### src/rtl/pwm_pkg.sv
// Shared constants for the multi-channel PWM block: mode encodings, parameter ranges, counter direction.
// Latency: n/a (declarations only).
// Backpressure: n/a.
package pwm_pkg;

    // Counting modes as written through mode_in.
    localparam logic MODE_EDGE   = 1'b0;
    localparam logic MODE_CENTER = 1'b1;

    // Legal parameter ranges for channel count and counter width.
    localparam int CH_MIN = 1;
    localparam int CH_MAX = 16;
    localparam int CW_MIN = 4;
    localparam int CW_MAX = 16;

    // Direction of the shared period counter; DOWN only occurs in center mode.
    typedef enum logic {
        ST_UP   = 1'b0,
        ST_DOWN = 1'b1
    } dir_e;

endpackage

### src/rtl/pwm_chan.sv
// One PWM channel: active duty register, compare against the shared counter, registered output.
// Latency: pwm reflects the counter value of the previous cycle.
// Backpressure: none; the active duty only changes on load edges.
module pwm_chan #(
    parameter int   CW  = 8,
    parameter logic INV = 1'b0
) (
    input  logic          clk,
    input  logic          rst,
    input  logic          en,
    input  logic          load,
    input  logic [CW-1:0] duty_sh,
    input  logic [CW-1:0] cnt,
    input  logic          top_half,
    output logic          pwm
);

    logic [CW-1:0] duty_q;
    logic [CW-1:0] duty_d;
    logic          pwm_q;
    logic          pwm_d;
    logic          hit;

    // Active duty reloads from the shadow on load edges. In the descending half of a
    // center-aligned period (top cycle included) the compare is inclusive, so the high
    // window is exactly 2*D cycles, symmetric about cnt=0, and D>=P is solid high.
    always_comb begin
        duty_d = load ? duty_sh : duty_q;
        hit    = top_half ? (cnt <= duty_q) : (cnt < duty_q);
        pwm_d  = en ? (hit ^ INV) : INV;
    end

    // Channel state; the output idles at its inversion level.
    always_ff @(posedge clk or negedge rst) begin
        if (!rst) begin
            duty_q <= '0;
            pwm_q  <= INV;
        end else begin
            duty_q <= duty_d;
            pwm_q  <= pwm_d;
        end
    end

    assign pwm = pwm_q;

endmodule

### src/rtl/pwm_multi.sv
// Multi-channel PWM: one shared edge/center-aligned counter, shadowed period/mode/duties per channel.
// Latency: pwm_out and cyc_start are registered one cycle after the counter value they reflect.
// Backpressure: none; writes land in shadows every cycle and go live at the next period boundary.
module pwm_multi
    import pwm_pkg::*;
#(
    parameter int            CH       = 4,
    parameter int            CW       = 8,
    parameter logic [CH-1:0] INV_MASK = '0
) (
    input  logic                                   clk,
    input  logic                                   rst,
    input  logic                                   en,
    input  logic                                   per_we,
    input  logic [CW-1:0]                          per_in,
    input  logic                                   mode_in,
    input  logic                                   duty_we,
    input  logic [((CH > 1) ? $clog2(CH) : 1)-1:0] duty_addr,
    input  logic [CW-1:0]                          duty_in,
    output logic [CH-1:0]                          pwm_out,
    output logic                                   cyc_start
);

    // Shadow registers written by software.
    logic [CW-1:0] per_sh_q;
    logic [CW-1:0] per_sh_d;
    logic          mode_sh_q;
    logic          mode_sh_d;
    logic [CW-1:0] duty_sh_q [CH];
    logic [CW-1:0] duty_sh_d [CH];

    // Active period and mode used by the counter.
    logic [CW-1:0] per_act_q;
    logic [CW-1:0] per_act_d;
    logic          mode_act_q;
    logic          mode_act_d;

    // Shared counter and direction.
    logic [CW-1:0] cnt_q;
    logic [CW-1:0] cnt_d;
    dir_e          dir_q;
    dir_e          dir_d;

    logic          cyc_start_q;
    logic          cyc_start_d;
    logic          wrap;
    logic          load;
    logic          top_half;

    // Shadow updates; writes to channel numbers beyond CH match no slot and are dropped.
    always_comb begin
        per_sh_d  = per_we ? per_in  : per_sh_q;
        mode_sh_d = per_we ? mode_in : mode_sh_q;
        for (int i = 0; i < CH; i++) begin
            duty_sh_d[i] = duty_sh_q[i];
            if (duty_we && (int'(duty_addr) == i)) begin
                duty_sh_d[i] = duty_in;
            end
        end
    end

    // Counter/direction next state: edge counts 0..P, center counts 0..P then P-1..1.
    // wrap marks the last cycle of a period, i.e. the edge where cnt returns to 0.
    always_comb begin
        cnt_d = cnt_q;
        dir_d = dir_q;
        wrap  = 1'b0;
        if (!en) begin
            cnt_d = '0;
            dir_d = ST_UP;
        end else if (mode_act_q == MODE_EDGE) begin
            dir_d = ST_UP;
            if (cnt_q >= per_act_q) begin
                cnt_d = '0;
                wrap  = 1'b1;
            end else begin
                cnt_d = cnt_q + CW'(1);
            end
        end else if (dir_q == ST_UP) begin
            if (cnt_q >= per_act_q) begin
                // P of 0 or 1 has no descending half: go straight back to 0.
                if (per_act_q <= CW'(1)) begin
                    cnt_d = '0;
                    wrap  = 1'b1;
                end else begin
                    cnt_d = per_act_q - CW'(1);
                    dir_d = ST_DOWN;
                end
            end else begin
                cnt_d = cnt_q + CW'(1);
            end
        end else begin
            if (cnt_q <= CW'(1)) begin
                cnt_d = '0;
                dir_d = ST_UP;
                wrap  = 1'b1;
            end else begin
                cnt_d = cnt_q - CW'(1);
            end
        end
    end

    // Shadows go live at every boundary and continuously while stopped, so a restart
    // always begins with the latest values. The flops sample the pre-write shadow.
    always_comb begin
        load        = !en || wrap;
        per_act_d   = load ? per_sh_q  : per_act_q;
        mode_act_d  = load ? mode_sh_q : mode_act_q;
        cyc_start_d = en && (cnt_q == '0);
        top_half    = (mode_act_q == MODE_CENTER) &&
                      ((dir_q == ST_DOWN) || ((cnt_q == per_act_q) && (per_act_q != '0)));
    end

    // Shared state registers.
    always_ff @(posedge clk or negedge rst) begin
        if (!rst) begin
            per_sh_q    <= '0;
            mode_sh_q   <= MODE_EDGE;
            per_act_q   <= '0;
            mode_act_q  <= MODE_EDGE;
            cnt_q       <= '0;
            dir_q       <= ST_UP;
            cyc_start_q <= 1'b0;
            for (int i = 0; i < CH; i++) begin
                duty_sh_q[i] <= '0;
            end
        end else begin
            per_sh_q    <= per_sh_d;
            mode_sh_q   <= mode_sh_d;
            per_act_q   <= per_act_d;
            mode_act_q  <= mode_act_d;
            cnt_q       <= cnt_d;
            dir_q       <= dir_d;
            cyc_start_q <= cyc_start_d;
            for (int i = 0; i < CH; i++) begin
                duty_sh_q[i] <= duty_sh_d[i];
            end
        end
    end

    assign cyc_start = cyc_start_q;

    for (genvar g = 0; g < CH; g++) begin : g_chan
        pwm_chan #(
            .CW  (CW),
            .INV (INV_MASK[g])
        ) u_chan (
            .clk      (clk),
            .rst      (rst),
            .en       (en),
            .load     (load),
            .duty_sh  (duty_sh_q[g]),
            .cnt      (cnt_q),
            .top_half (top_half),
            .pwm      (pwm_out[g])
        );
    end

endmodule

### config.mk
export PLATFORM = sky130hd
export DESIGN_NAME = pwm_multi
export DESIGN_NICKNAME = d
export VERILOG_FILES = /design/src/rtl/pwm_pkg.sv /design/src/rtl/pwm_chan.sv /design/src/rtl/pwm_multi.sv
export SDC_FILE = /design/constraint.sdc
export NUM_CORES = 1
export LEC_CHECK = 0
export ABC_CLOCK_PERIOD_IN_PS = 2900
export CORE_MARGIN = 2
export CORE_UTILIZATION = 60
export CTS_BUF_LIST = sky130_fd_sc_hd__clkbuf_4 sky130_fd_sc_hd__clkbuf_8
export CTS_CLUSTER_DIAMETER = 60
export CTS_CLUSTER_SIZE = 14
export DETAILED_ROUTE_END_ITERATION = 8
export DONT_BUFFER_PORTS = 1
export PLACE_DENSITY = 0.79
export SYNTH_ARGS = -nofsm -noshare
export SYNTH_HDL_FRONTEND = slang
export SYNTH_SLANG_ARGS = --single-unit
### constraint.sdc
create_clock -name clk -period 2.9 [get_ports clk]
set_input_delay 0.87 -clock clk [delete_from_list [all_inputs] [get_ports clk]]
set_output_delay 0.87 -clock clk [all_outputs]
set_load 0.01 [all_outputs]
==> reports/qor.yml <==
clock_network:
  root_buffer: "clkbuf_8"
  cts.sinks: 96
  insertion_delay_ps: 360
  postCtsSetupRepairBufs: 0
  cts_tree: "built"
  clkSlewWorstSetupHoldPaths_ps: 100
  cts_resized: 0
  htree_levels: 3
  numCtsBuffers: 9
  holdBufCountCts: 0
  clockBufferDepth: 2
floorplan:
  die_x_um: 98.3
  rows: 34
  initial_core_util: 0.614
  core_mm2: 0.00868
  die_h_um: 98.3
  dieArea_mm2: 0.00965
  io_pins: 29
drt:
  ant_nets: 0
  drt-vias-per-instance: 6.01
  drc: 0
  routedWlPerCell_um: 17.9
  firstDrtPassIters: 4
  dr_total_vias: 3382
  drtIter0Drc: 239
  postRouteWirelength_um: 10100
pwr:
  clock_power_share: 0.258
  p_per_area_mw_per_mm2: 660
  seqPwrFrac: 0.478
  p_int_mw: 2.65
  swShare: 0.295
  ir_drop_v: 0.000375
  leakage_nw: 2.72
  total_power_mw: 3.75
  pwr-share-comb: 0.264
  p_sw_mw: 1.11
yosys:
  synth_edf_count: 0
  synth_cell_type_count: 47
  syn-num-nets: 513
  ys_async_sr_fraction: 1.00
  yosysMostFrequentCell: "dfrtp_1"
  ys_warn_count: 0
  synth_top_area_frac: 0.451
  syn_area_per_cell_um2: 12.1
  yosys-top-cells-count: "96 x dfrtp_1, 47 x ha_1, 45 x inv_1"
  synth-seq-area-share: 0.451
  ys.flop_type: "dfrtp_1"
  ys_ff_latch: 96
  netlist.top_cell.by_area: "dfrtp_1"
  syn_area_mm2: 0.00533
  ys_top_cells_by_area: "dfrtp_1 45%, ha_1 11%, mux2_4 11%, mux2_2 8.9%, inv_1 3.2%"
  synthCells: 442
sta:
  min_period_ps: 2670
  fin_tns_setup_ps: 0
  setup_viol: 0
  slew_viol_final: 0
  relSlewSlack: 0.632
  fmax_mhz: 375
  skew_ps: 15.0
  grt_setup_unrepaired: "false"
  worst_slew_pin_slew_ps: 550
  hold_viol: 0
  finalCritPeriodShare: 0.919
finish:
  diodes: 0
  nFillCells: 649
  final_util: 0.656
  instances_no_fill: 563
  syn2layout_area_growth_pct: 6.74
  layout.nets: 521
  drive_above_1_share: 0.253
  design_area_mm2: 0.00569
worst_setup_path:
  critPathMaxFanout: 32
  rr_endpoint: "g_chan[2].u_chan.duty_q[0]"
  end_kind: "flip-flop"
  critPathKind: "reg2reg"
  cp_data_required_time_ps: 3140
  critPathLaunchType: "flip-flop"
  r2r_slack_ps: 230
  arrival_ps: 2910
  worstRegToRegCells: 8
  rr_startpoint: "cnt_q[0]"
global_route:
  grtUsageTotal: 0.227
  grt_pass1_wl_um: 17500
  grt_start_max_net_pins: 97
  grt_pass1_vias: 3596
  antenna_found_initial: 0
  grt-ovfl-total: 0
placement:
  gp_congestion: 0.856
  numPortBuffers: 0
  placed_cell_area_mm2: 0.00547
  dp_cells: 547
  dpl.hpwl_um: 7410
status:
  outcome: "complete, no violations"
run:
  cap_viol_max_count: 0
worst_hold_path:
  holdCritPathClass: "in2async"
-- final cells by class --
| class | instances | area [um^2] | area share |
|---|---|---|---|
| clock buffer | 10 | 131 | 0.0231 |
| sequential | 96 | 2400 | 0.422 |
| inverter | 45 | 169 | 0.0297 |
| timing repair buffer | 12 | 103 | 0.0180 |
| tap | 108 | 135 | 0.0238 |
| multi-input combinational | 286 | 2660 | 0.467 |
| clock inverter | 6 | 91.3 | 0.0161 |
-- sequential cells by signal, summed over array words and instances, names as in the netlist --
| signal | cells |
|---|---|
| g_chan.u_chan.duty_q | 32 |
| per_sh_q | 8 |
| mode_sh_q | 1 |
| per_act_q | 8 |
| g_chan.u_chan.pwm | 4 |
| dir_q | 1 |
| cyc_start | 1 |
| mode_act_q | 1 |
| cnt_q | 8 |
| duty_sh_q | 32 |
-- how the worst max path moves through the flow --
stage / end / cells past startpoint / from
3_5_place_dp: g_chan[2].u_chan.duty_q[0] / 8 / cnt_q[0]
6_report: g_chan[2].u_chan.duty_q[0] / 8 / cnt_q[0]
4_1_cts: g_chan[2].u_chan.duty_q[0] / 8 / cnt_q[0]
2_1_floorplan: g_chan[0].u_chan.duty_q[0] / 8 / cnt_q[0]
5_1_grt: g_chan[2].u_chan.duty_q[0] / 8 / cnt_q[0]
3_3_place_gp: g_chan[2].u_chan.duty_q[0] / 8 / cnt_q[0]
-- cell families (layout without fill, tap and decap cells) --
kind of cell               after synthesis  count (layout)  share of synthesized area
and+or+nand+nor                         75              75                     0.0833
xor gates and xnor gates                11              11                     0.0181
buffers and inverters                   60              73                     0.0507
muxes                                   81              81                      0.199
adders and majority gates               47              47                      0.110
DFF                                     96              96                      0.451
AOI/OAI and AO/OA                       72              72                     0.0883
-- metrics by stage --
step	hold WS [ps]	worst slack, ps
2_1_floorplan	466	228
3_3_place_gp	479	368
3_5_place_dp	491	266
4_1_cts	185	235
5_1_grt	176	82.1
6_report	202	235
-- metal layers --
layer	GRT usage	wire length, um	vias to the layer above
li1	-	-	1617
met3	0.0272	374	11
met2	0.377	5050	66
met1	0.312	4530	1688
met5	0	0	-
met4	0.0790	115	0
-- placed cells by master (no fill, tap or decap), types with 2 or more instances in the layout --
cell / synthesis / routed
nor4_1: 2 / 2
clkbuf_8: 0 / 9
o31a_1: 2 / 2
nand4_1: 9 / 9
inv_1: 45 / 45
nor3b_1: 2 / 2
nand3_1: 11 / 11
a31oi_1: 5 / 5
nand2_1: 11 / 11
or3_1: 2 / 2
or4_1: 4 / 4
and3_1: 2 / 2
mux2_4: 39 / 39
xor2_1: 4 / 4
xnor2_1: 7 / 7
buf_4: 4 / 11
nand3b_1: 6 / 6
o21bai_1: 2 / 2
nor3_1: 3 / 3
o211ai_1: 2 / 2
o32ai_1: 4 / 4
a21oi_1: 15 / 15
o21a_1: 6 / 6
o31ai_1: 3 / 3
nor2_1: 8 / 8
clkinvlp_4: 0 / 2
ha_1: 47 / 47
nand2b_1: 3 / 3
bufinv_16: 0 / 2
dfrtp_1: 96 / 96
o21ai_0: 22 / 22
mux2_2: 42 / 42
nor2b_1: 8 / 8
-- power by group through the flow --
stage	combinational, mW	clock (mW)	sequential (mW)
finish	0.992	0.969	1.79
global route	1.12	1.03	1.83
global placement	0.933	0	1.81
floorplan	0.819	0	1.75
CTS	0.995	0.983	1.80
detailed placement	0.987	0	1.82
-- critical path, cell delays in order, from the launching register on --
cell      delay [ps]
dfrtp_1          520
inv_1            110
ha_1             300
nand2b_1         140
a2111o_1         420
a31oi_1          250
o21a_2           190
buf_12           250
mux2_2           360
Note: power is estimated with default switching activity, not from simulation.
